### config.mk
export PLATFORM = sky130hd
export DESIGN_NAME = track_playback_scheduler
export DESIGN_NICKNAME = d
export VERILOG_FILES = /design/src/rtl/track_playback_scheduler.sv
export SDC_FILE = /design/constraint.sdc
export NUM_CORES = 1
export LEC_CHECK = 0
export CAP_MARGIN = 40
export CELL_PAD_IN_SITES_DETAIL_PLACEMENT = 0
export CELL_PAD_IN_SITES_GLOBAL_PLACEMENT = 1
export CORE_UTILIZATION = 48
export CTS_CLUSTER_SIZE = 25
export DETAILED_ROUTE_END_ITERATION = 6
export GPL_TIMING_DRIVEN = 0
export PLACE_DENSITY = 0.94
export SETUP_SLACK_MARGIN = 0.1
export SLEW_MARGIN = 25
export SYNTH_ARGS = -nofsm -noshare
export SYNTH_HDL_FRONTEND = slang
export SYNTH_SLANG_ARGS = --single-unit
### constraint.sdc
create_clock -name clock -period 11 [get_ports clock]
set_input_delay 2.75 -clock clock [delete_from_list [all_inputs] [get_ports clock]]
set_output_delay 2.75 -clock clock [all_outputs]
set_load 0.02 [all_outputs]
### src/rtl/track_playback_scheduler.sv
// rtl/track_playback_scheduler.sv - queued track index to flash address sequencer feeding AC97 samples
// Optional underrun counter port enabled by defining TRACK_SCHED_UNDERRUN_EN.
`timescale 1ns/1ps
module track_playback_scheduler #(
    parameter int TRACK_LENGTH = 69000,
    parameter int ADDR_W       = 23,
    parameter int IDX_W        = 5,
    parameter int QUEUE_DEPTH  = 4,
    parameter int SKIP_INDEX   = 28,
    parameter int UNUSED_INDEX = 31
) (
    input  logic              clock,
    input  logic              reset_n,
    input  logic              enq_valid,
    input  logic [IDX_W-1:0]  enq_index,
    output logic              enq_ready,
    input  logic              start,
    input  logic              abort,
    input  logic              ready,
    input  logic              fm_busy,
    input  logic [15:0]       frdata,
    output logic [ADDR_W-1:0] raddr,
    output logic              doread,
    output logic [7:0]        to_ac97_data,
    output logic              playing,
    output logic [IDX_W-1:0]  cur_index,
    output logic [2:0]        queue_count,
    output logic              done
`ifdef TRACK_SCHED_UNDERRUN_EN
    ,
    output logic [7:0]        underrun_count
`endif
);

    localparam int PTR_W = (QUEUE_DEPTH > 1) ? $clog2(QUEUE_DEPTH) : 1;
    localparam logic [2:0]        DEPTH_C   = 3'(QUEUE_DEPTH);
    localparam logic [ADDR_W-1:0] TRACK_LEN = ADDR_W'(TRACK_LENGTH);
    localparam logic [IDX_W-1:0]  SKIP_I    = IDX_W'(SKIP_INDEX);
    localparam logic [IDX_W-1:0]  UNUSED_I  = IDX_W'(UNUSED_INDEX);

    typedef enum logic [2:0] {S_IDLE, S_FETCH, S_SETUP, S_PLAY, S_DONE} state_t;

    state_t            state;
    logic [IDX_W-1:0]  q_mem [QUEUE_DEPTH];
    logic [PTR_W-1:0]  wr_ptr;
    logic [PTR_W-1:0]  rd_ptr;
    logic [IDX_W-1:0]  head;
    logic              push;
    logic              pop;
    logic              ready_q;
    logic              start_q;
    logic              ready_rise;
    logic              start_rise;
    logic [ADDR_W-1:0] base;
    logic [ADDR_W-1:0] end_addr;
    logic              unused_low;

    assign unused_low = ^frdata[7:0];
    assign enq_ready  = (queue_count != DEPTH_C);
    assign head       = q_mem[rd_ptr];
    // abort wins over a same-cycle push or pop
    assign push       = enq_valid && enq_ready && !abort;
    assign pop        = (state == S_FETCH) && (queue_count != 3'd0) && !abort;
    assign ready_rise = ready && !ready_q;
    assign start_rise = start && !start_q;

    always_ff @(posedge clock) begin
        if (push) begin
            q_mem[wr_ptr] <= enq_index;
        end
    end

    always_ff @(posedge clock or negedge reset_n) begin
        if (!reset_n) begin
            wr_ptr      <= '0;
            rd_ptr      <= '0;
            queue_count <= 3'd0;
        end else if (abort) begin
            wr_ptr      <= '0;
            rd_ptr      <= '0;
            queue_count <= 3'd0;
        end else begin
            if (push) wr_ptr <= wr_ptr + 1'b1;
            if (pop)  rd_ptr <= rd_ptr + 1'b1;
            case ({push, pop})
                2'b10:   queue_count <= queue_count + 3'd1;
                2'b01:   queue_count <= queue_count - 3'd1;
                default: queue_count <= queue_count;
            endcase
        end
    end

    always_ff @(posedge clock or negedge reset_n) begin
        if (!reset_n) begin
            state        <= S_IDLE;
            ready_q      <= 1'b0;
            start_q      <= 1'b0;
            raddr        <= '0;
            end_addr     <= '0;
            base         <= '0;
            doread       <= 1'b0;
            to_ac97_data <= 8'd0;
            playing      <= 1'b0;
            cur_index    <= UNUSED_I;
            done         <= 1'b0;
`ifdef TRACK_SCHED_UNDERRUN_EN
            underrun_count <= 8'd0;
`endif
        end else begin
            ready_q <= ready;
            start_q <= start;
            done    <= 1'b0;
            if (abort) begin
                state        <= S_IDLE;
                raddr        <= '0;
                doread       <= 1'b0;
                to_ac97_data <= 8'd0;
                playing      <= 1'b0;
`ifdef TRACK_SCHED_UNDERRUN_EN
                underrun_count <= 8'd0;
`endif
            end else begin
                case (state)
                    S_IDLE: begin
                        if (start_rise) begin
                            if (queue_count != 3'd0) state <= S_FETCH;
                            else                     done  <= 1'b1;
                        end
                    end
                    S_FETCH: begin
                        if (queue_count == 3'd0) begin
                            state <= S_DONE;
                        end else if (head == SKIP_I) begin
                            state <= S_FETCH;
                        end else if (head > SKIP_I) begin
                            state <= S_DONE;
                        end else begin
                            cur_index <= head;
                            base      <= ADDR_W'(head) * TRACK_LEN;
                            playing   <= 1'b1;
                            state     <= S_SETUP;
                        end
                    end
                    S_SETUP: begin
                        raddr    <= base;
                        end_addr <= base + TRACK_LEN;
                        doread   <= 1'b1;
                        state    <= S_PLAY;
                    end
                    S_PLAY: begin
                        // a busy flash at the strobe holds the last sample rather than reading stale data
                        if (ready_rise) begin
                            if (fm_busy) begin
`ifdef TRACK_SCHED_UNDERRUN_EN
                                if (underrun_count != 8'hFF) underrun_count <= underrun_count + 8'd1;
`endif
                            end else if (raddr < end_addr) begin
                                to_ac97_data <= frdata[15:8];
                                raddr        <= raddr + 1'b1;
                            end else begin
                                playing <= 1'b0;
                                state   <= S_FETCH;
                            end
                        end
                    end
                    S_DONE: begin
                        done         <= 1'b1;
                        doread       <= 1'b0;
                        raddr        <= '0;
                        to_ac97_data <= 8'd0;
                        state        <= S_IDLE;
                    end
                    default: state <= S_IDLE;
                endcase
            end
        end
    end

endmodule

## Word level (Yosys, flattened, before mapping)

Memories as Yosys holds them, arrays and structs flattened.
Index checks and enable logic that the tools add are counted.

- Flip-flop bits (word level): 93
- Bits in writable memories: 20
- Output and inout bits: 43
- Word-level logic and storage cells: 112
- Memories kept: 1

- Add/sub/neg operators: 6
- Multipliers: 1
- Order comparisons: 2
- Equal/unequal tests: 17
- Multiplexer cells: 42
- Bitwise operators: 4
- Reduce and logical (&&, ||, !) cells: 25

Memories:

| name | depth | bits a word | rd ports | clocked after Yosys merged registers in | write ports | line | text |
|---|---|---|---|---|---|---|---|
| q_mem | 4 | 5 | 1 | 0 | 1 | 44 | `logic [IDX_W-1:0] q_mem [QUEUE_DEPTH];` |

Operators by type and width:

| kind | count |
|---|---|
| $mux W23 | 4 |
| $pmux W23 S3 | 1 |
| $mux W8 | 4 |
| $mux W3 | 10 |
| $ne A3 B3 Y1 const B | 10 |
| $add A22 B17 Y23 const B | 1 |
| $add A23 B1 Y23 const B | 1 |
| $lt A23 B23 Y1 | 1 |
| $mul A5 B14 Y19 const B | 1 |
| $pmux W8 S2 | 1 |
| $reduce_bool A3 Y1 | 5 |
| $mux W1 | 13 |
| $pmux W3 S4 | 1 |
| $reduce_and A5 Y1 | 2 |
| $mux W2 | 4 |
| $reduce_and A4 Y1 | 2 |
| $reduce_and A7 Y1 | 1 |
| $eq A3 B2 Y1 const B | 2 |
| $logic_and A1 B1 Y1 | 6 |
| $logic_not A3 Y1 | 2 |
| $pmux W1 S2 | 3 |
| $pmux W3 S2 | 1 |
| $eq A5 B5 Y1 const B | 1 |
| $gt A5 B5 Y1 const B | 1 |
| 12 further kinds | 19 |

## Longest topological paths before layout

Gate-level depths: netlist (run 1).
An unclocked memory read counts as a cell.

- Depth after elaboration: 7
- Mapped depth: 15

## Least setup slack after synthesis (run 1)

Ideal clock, no wire load.

- Path kind: input to register
- Start: in abort
- End: reg queue_count[2]
- Arrival time: 4.233 ns
- Data required time: 10.868 ns
- Slack: 6.635 ns
- Stages: 8
- Cell sequence: clkbuf_1 clkbuf_1 nor2_1 fa_1 or3b_2 o21ai_0 xnor2_1 nor2_1

- Longest elaborated chain between the ends: 5
- Elaborated cells between the ends (all ways): 8

Ends and longest elaborated chain:

| what | line | text |
|---|---|---|
| from (decl) | 18 | `input logic abort,` |
| $logic_not A1 Y1 | 62, 63 |  |
| $logic_and A1 B1 Y1 (on tied branches) | 63, 62 |  |
| $eq A2 B1 Y1 or $eq A2 B2 Y1 (tied branches) | 85 | `case ({push, pop})` |
| $pmux W3 S2 | 85 |  |
| $mux W3 | 78 | `end else if (abort) begin` |
| to (signal assigned) | 86 | `2'b10: queue_count <= queue_count + 3'd1;` |
| to (signal assigned) | 87 | `2'b01: queue_count <= queue_count - 3'd1;` |
| to (signal assigned) | 88 | `default: queue_count <= queue_count;` |
| to (decl) | 27 | `output logic [2:0] queue_count,` |

Parallel ways exist; a longest one is shown, timed or not.
A chain may end at the register's enable or synchronous reset.

## Final worst setup path (run 1)

- Start: in ready
- End: reg raddr[7]

- Longest elaborated chain between the ends: 3

Ends and longest elaborated chain:

| what | line | text |
|---|---|---|
| from (decl) | 19 | `input logic ready,` |
| $logic_and A1 B1 Y1 | 64 | `assign ready_rise = ready && !ready_q;` |
| $ne A3 B3 Y1 (no line) | - |  |
| $reduce_and A4 Y1 (no line) | - |  |
| to (signal assigned) | 145 | `raddr <= base;` |
| to (signal assigned) | 159 | `raddr <= raddr + 1'b1;` |
| to (decl) | 22 | `output logic [ADDR_W-1:0] raddr,` |

No other way between the ends.

==> results of run 1 <==
==> routing by layer <==
layer	wire length [um]	vias to the layer above	track usage, %
met5	0	-	0
met4	495	0	10.7
met3	834	39	3.26
met2	8380	176	43.1
met1	7030	2666	31.6
li1	-	2598	-
==> per-stage QoR <==
| step | std cells | instance area (um^2) | hold slack [ns] | setup slack (ns) |
|---|---|---|---|---|
| after detailed placement | 910 | 7430 | 0.455 | 5.84 |
| after floorplan | 671 | 6560 | 0.442 | 6.64 |
| after global routing | 926 | 7750 | 0.487 | 6.00 |
| after CTS | 926 | 7750 | 0.466 | 6.20 |
| after global placement | 908 | 7390 | 0.448 | 3.80 |
| final | 926 | 7750 | 0.465 | 6.18 |
==> sequential cells by signal, indices dropped and copies added, names as in the netlist <==
signal and cells:
raddr 23, end_addr 20, q_mem 20, base 19, to_ac97_data 8, cur_index 5, queue_count 3, state 3
rd_ptr 2, wr_ptr 2, done 1, doread 1, playing 1, ready_q 1, start_q 1
==> worst paths after layout <==
check	to	slack [ns]	startpoint	cells past startpoint
worst max-delay path	raddr[7]$_DFFE_PN0P_	6.18	ready	5
max in group asynchronous	cur_index[0]$_DFFE_PN1P_	8.12	reset_n	2
min in group asynchronous	raddr[18]$_DFFE_PN0P_	2.23	reset_n	1
worst min register to register	cur_index[4]$_DFFE_PN1P_	0.46	cur_index[4]$_DFFE_PN1P_	2
worst min-delay path	cur_index[4]$_DFFE_PN1P_	0.46	cur_index[4]$_DFFE_PN1P_	2
worst max register to register	base[18]$_DFFE_PN0P_	6.74	rd_ptr[0]$_DFFE_PN0P_	13
==> critical path, stage by stage <==
cell and delay, ns:
clkdlybuf4s50_1 0.47, nor3b_1 0.48, nand4_1 0.34, a21oi_1 0.76
o221a_2 0.31
==> power by group through the flow <==
stage                     Sequential [W]  Combinational [W]  Clock (W)
after floorplan                 0.000609           0.000355          0
after global placement          0.000605           0.000524          0
after detailed placement        0.000609           0.000546          0
after CTS                       0.000601           0.000553   0.000358
after global routing            0.000616           0.000619   0.000376
final                           0.000603           0.000553   0.000356
==> area by class of cell <==
class,count,area share (%)
repair buffers,63,8.35
well taps,176,2.84
clock inverters,7,1.28
clock buffers,9,2.91
flip-flops and latches,110,36.9
inverters,36,1.74
multi-input cells,496,44.3
plain buffers,29,1.68
==> kinds of logic after synthesis <==
logic type,count (synthesis),synth area share [%]
adders and majority gates,56,11.1
AOI/OAI and AO/OA,169,18.0
xor gates and xnor gates,30,4.01
muxes,6,1.87
DFF,110,43.6
and+or+nand+nor,235,17.3
buffers and inverters,65,4.04
==> Yosys cell counts, types with 7 or more instances <==
cell type	count	area share (%)
xnor2_1	14	1.9
a31oi_1	8	0.76
inv_1	36	2.1
nand3_1	21	1.6
dfrtp_1	85	32
and3_1	8	0.76
a2bb2oi_1	7	0.93
a211oi_1	9	1.0
nand2_1	99	5.7
edfxtp_1	20	9.2
ha_1	52	9.9
clkbuf_1	21	1.2
nor2_1	44	2.5
and2_1	8	0.76
o21ai_0	41	3.1
nand4_1	8	0.76
o21ai_1	7	0.53
a21oi_1	28	2.1
nor4_1	7	0.67
xor2_1	16	2.1
nor3_1	10	0.76
a22o_1	9	1.2
==> results.ini, run 1 <==
[layout]
nets = 829
area_delta_synth_final_pct = 18.2
layout_common_cells = nand2_1 (99), dfrtp_1 (85), clkdlybuf4s50_1 (60)
fillers = 1156
post-route-util_pct = 58.3
multiInputGateArea_um2 = 3430
final_layout_size_suffix_gt1_share_pct = 6.93
diodes = 0
layout_commonest_cell = nand2_1
seqCellArea_um2 = 2860

[timing]
fin_crit_ns = 4.82
final.setup.tns_ns = 0
fmax_ghz = 0.208
period_share_pct = 43.8
worstMarginPinSlew_ns = 0.816
clock_skew_ns = 0.0113
rsz0062_at_grt = no
slew_violations = 0
hold_viol_final = 0
maxSlewHeadroom_pct = 45.1
setup_viol = 0

[global_route]
antenna_found_initial = 0
grt_max_degree = 71
grt_pass1_wl_mm = 27.7
grt_usage_pct = 25.0
grt_pass1_vias = 5449
grt_overflow = 0

[critical_path]
path_class = input port to register
end_kind = register
crit_fanout = 8
worst_ep_arrival_time_ns = 5.12
crit_required_ns = 11.30
start_kind = input port

[clocking]
clock_sinks = 110
h-tree-depth = 3
cts_tree = done
clockRootBuffer = clkbuf_16
clk_pin_slew_ns = 0.08
ctsResizeCount = 0
post_cts_buffers = 0
clock_latency_ns = 0.36
tritoncts.num_buffers = 9
clockBufferDepth = 2
cts_hold_buf = 0

[yosys]
synth_edf_count = 20
ys.flop_type = dfrtp_1
ys_ff_latch = 110
syn-cell-area_um2 = 6560
synth.yosys.seq_area_share_pct = 43.6
postSynthCellCount = 671
ys_types = 76
synthArstFlopShare_pct = 81.8
yosysWarnings = 0
avgSynthCellArea_um2 = 9.77
syn-num-nets = 755

[floorplan]
fp.dieH_um = 119
die_area_um2 = 14100
io_pins = 71
start_util_pct = 49.3
die_width_um = 119
core_area_um2 = 13300
core.rowCount = 42

[power]
clkPwrFrac_pct = 23.5
pwr-share-seq_pct = 39.9
power.density_nw_per_um2 = 195
p_sw_share_pct = 38.6
switchingPower_w = 0.000583
internal_power_w = 0.000929
power.total_w = 0.00151
ir_drop_mv = 0.109
p_comb_share_pct = 36.6
p_leak_nw = 3.31

[min_path]
hold_path.class = register to register

[job]
drv_cap = 0

[outcome]
outcome = finished clean

[route]
dr_total_vias = 5479
wirelength_mm = 16.7
drt_iter0_markers = 443
final_antenna_net_count = 0
drt-vias-per-instance = 5.92
dr.pass1.iters = 5
drc = 0
post_drt_wl_per_cell_um = 18.1

[placed_design]
io_buffer_count = 61
dpl.hpwl_mm = 12.6
gp_congestion = 0.932

(Power assumes the default switching activity.)
==> run 2: changes to the inputs <==
- CORE_UTILIZATION: 48 -> 45
- PLACE_DENSITY: 0.94 -> 0.89
- clock period: 11 -> 4.5 ns (I/O delays scaled with it)
==> results.ini, run 2 (synthesis results as in run 1) <==
[placed_design]
io_buffer_count = 61
dpl.hpwl_mm = 12.9
gp_congestion = 0.881
place_ws_ns = 0.202

[power]
p_leak_nw = 3.29
internal_power_w = 0.00221
p_comb_share_pct = 37.5
power.density_nw_per_um2 = 468
pwr-share-seq_pct = 40.8
switchingPower_w = 0.00141
clkPwrFrac_pct = 21.7
p_sw_share_pct = 38.9
ir_drop_mv = 0.275

[global_route]
grt_overflow = 0
grt_pass1_wl_mm = 27.1
grt_usage_pct = 23.6
grt_max_degree = 50
antenna_found_initial = 0
grt_pass1_vias = 5393

[layout]
layout_commonest_cell = nand2_1
final_layout_size_suffix_gt1_share_pct = 7.07
diodes = 0
layout_common_cells = nand2_1 (99), dfrtp_1 (85), clkdlybuf4s50_1 (60)
regMostFlops = raddr
reg.largest.list = raddr x23, end_addr x20, q_mem x20
largest_register_ffs = 23
nets = 829
area_delta_synth_final_pct = 17.7
post-route-util_pct = 55.0
fillers = 1246

[route]
dr.pass1.iters = 5
final_antenna_net_count = 0
drt-vias-per-instance = 5.82
dr_total_vias = 5408
drc = 0
wirelength_mm = 16.6
post_drt_wl_per_cell_um = 17.8
drt_iter0_markers = 511

[floorplan]
die_area_um2 = 15100
core.rowCount = 43
fp.dieH_um = 123
start_util_pct = 46.7
die_width_um = 123
io_pins = 71
core_area_um2 = 14000

[timing]
slew_violations = 0
fmax_ghz = 0.245
maxSlewHeadroom_pct = 49.5
rsz0062_at_grt = no
hold_viol_final = 0
worstMarginPinSlew_ns = 0.757
setup_viol = 0
fin_crit_ns = 4.09
clock_skew_ns = 0.00906
period_share_pct = 90.8
setup_ws_ns = 0.413

[critical_path]
path_class = register to register
ff2ff_path_depth = 13
r2r-start = rd_ptr[0]$_DFFE_PN0P_
crit_fanout = 9
crit_required_ns = 4.75
r2r-end = base[20]$_DFFE_PN0P_
start_kind = register
reg2reg_slack_ns = 0.41
worst_ep_arrival_time_ns = 4.33
end_kind = register

[clocking]
h-tree-depth = 3
clockRootBuffer = clkbuf_16
clock_sinks = 110
clockBufferDepth = 2
post_cts_buffers = 0
tritoncts.num_buffers = 9
clock_latency_ns = 0.36
cts_hold_buf = 0
cts_tree = done
clk_pin_slew_ns = 0.08
ctsResizeCount = 0

[outcome]
outcome = finished clean

[min_path]
hold_path.class = register to register
hp-start = cur_index[1]$_DFFE_PN1P_
min_to = cur_index[1]$_DFFE_PN1P_
min_path_cells = 2

[job]
drv_cap = 0

run 2: changes by cell type in the layout (fill, tap and decap cells not counted):
cell / before / now
clkinv_2: 0 / 1
bufinv_16: 1 / 0
a2111oi_1: 1 / 0
inv_8: 1 / 2
clkinv_8: 2 / 0
a2111oi_2: 0 / 1
inv_6: 2 / 3
run 2: power groups by stage:
stage          registers, W  clock network (W)  logic (W)
2_1_floorplan       0.00149                  0   0.000867
3_3_place_gp        0.00148                  0    0.00129
3_5_place_dp        0.00149                  0    0.00135
4_1_cts             0.00147           0.000801    0.00136
5_1_grt             0.00151           0.000840    0.00152
6_report            0.00148           0.000784    0.00136
run 2: routing by layer:
layer | wire [um] | part of all wire, % | up-vias | GRT usage [%]
met5 | 0 | 0 | - | 0
met4 | 468 | 2.8 | 0 | 8.61
met3 | 915 | 5.5 | 32 | 4.18
met2 | 8260 | 50 | 184 | 40.4
met1 | 6920 | 42 | 2590 | 29.6
li1 | - | - | 2602 | -
run 2: worst max-delay path: stages (launching register included):
cell	delay (ns)
dfrtp_1	0.35
buf_6	0.14
mux4_2	0.64
ha_1	0.33
inv_1	0.06
fa_1	0.47
ha_1	0.29
ha_1	0.35
and3b_1	0.22
o21ai_1	0.23
a2111oi_2	0.16
a2111oi_4	0.42
nor2_1	0.11
o22a_1	0.21
run 2: area by class of cell:
| cell class | instances | area (um^2) | share of cell area, % |
|---|---|---|---|
| repair buffers | 63 | 647 | 8.38 |
| clock inverters | 7 | 61.3 | 0.794 |
| multi-input cells | 496 | 3440 | 44.5 |
| inverters | 36 | 135 | 1.75 |
| well taps | 180 | 225 | 2.92 |
| flip-flops and latches | 110 | 2860 | 37.0 |
| clock buffers | 9 | 225 | 2.92 |
| plain buffers | 29 | 130 | 1.69 |
run 2: worst max-delay path by stage:
stage | startpoint | end | slack [ns] | cells past startpoint
floorplan | rd_ptr[0]$_DFFE_PN0P_ | base[18]$_DFFE_PN0P_ | 0.65 | 13
global placement | reset_n | wr_ptr[0]$_DFFE_PN0P_ | -1.04 | 1
finish | rd_ptr[0]$_DFFE_PN0P_ | base[20]$_DFFE_PN0P_ | 0.41 | 13
CTS | rd_ptr[0]$_DFFE_PN0P_ | base[18]$_DFFE_PN0P_ | 0.15 | 13
global route | rd_ptr[1]$_DFFE_PN0P_ | base[18]$_DFFE_PN0P_ | 0.21 | 13
detailed placement | rd_ptr[0]$_DFFE_PN0P_ | base[18]$_DFFE_PN0P_ | 0.20 | 13
run 2: stage by stage:
step | power, W | cell area [um^2] | cells | setup TNS, ns | hold slack [ns]
2_1_floorplan | 0.00236 | 6560 | 671 | 0 | 0.442
3_3_place_gp | 0.00277 | 7390 | 912 | -87.85 | 0.446
3_5_place_dp | 0.00284 | 7430 | 914 | 0 | 0.447
4_1_cts | 0.00363 | 7720 | 930 | 0 | 0.468
5_1_grt | 0.00387 | 7720 | 930 | 0 | 0.481
6_report | 0.00362 | 7720 | 930 | 0 | 0.467
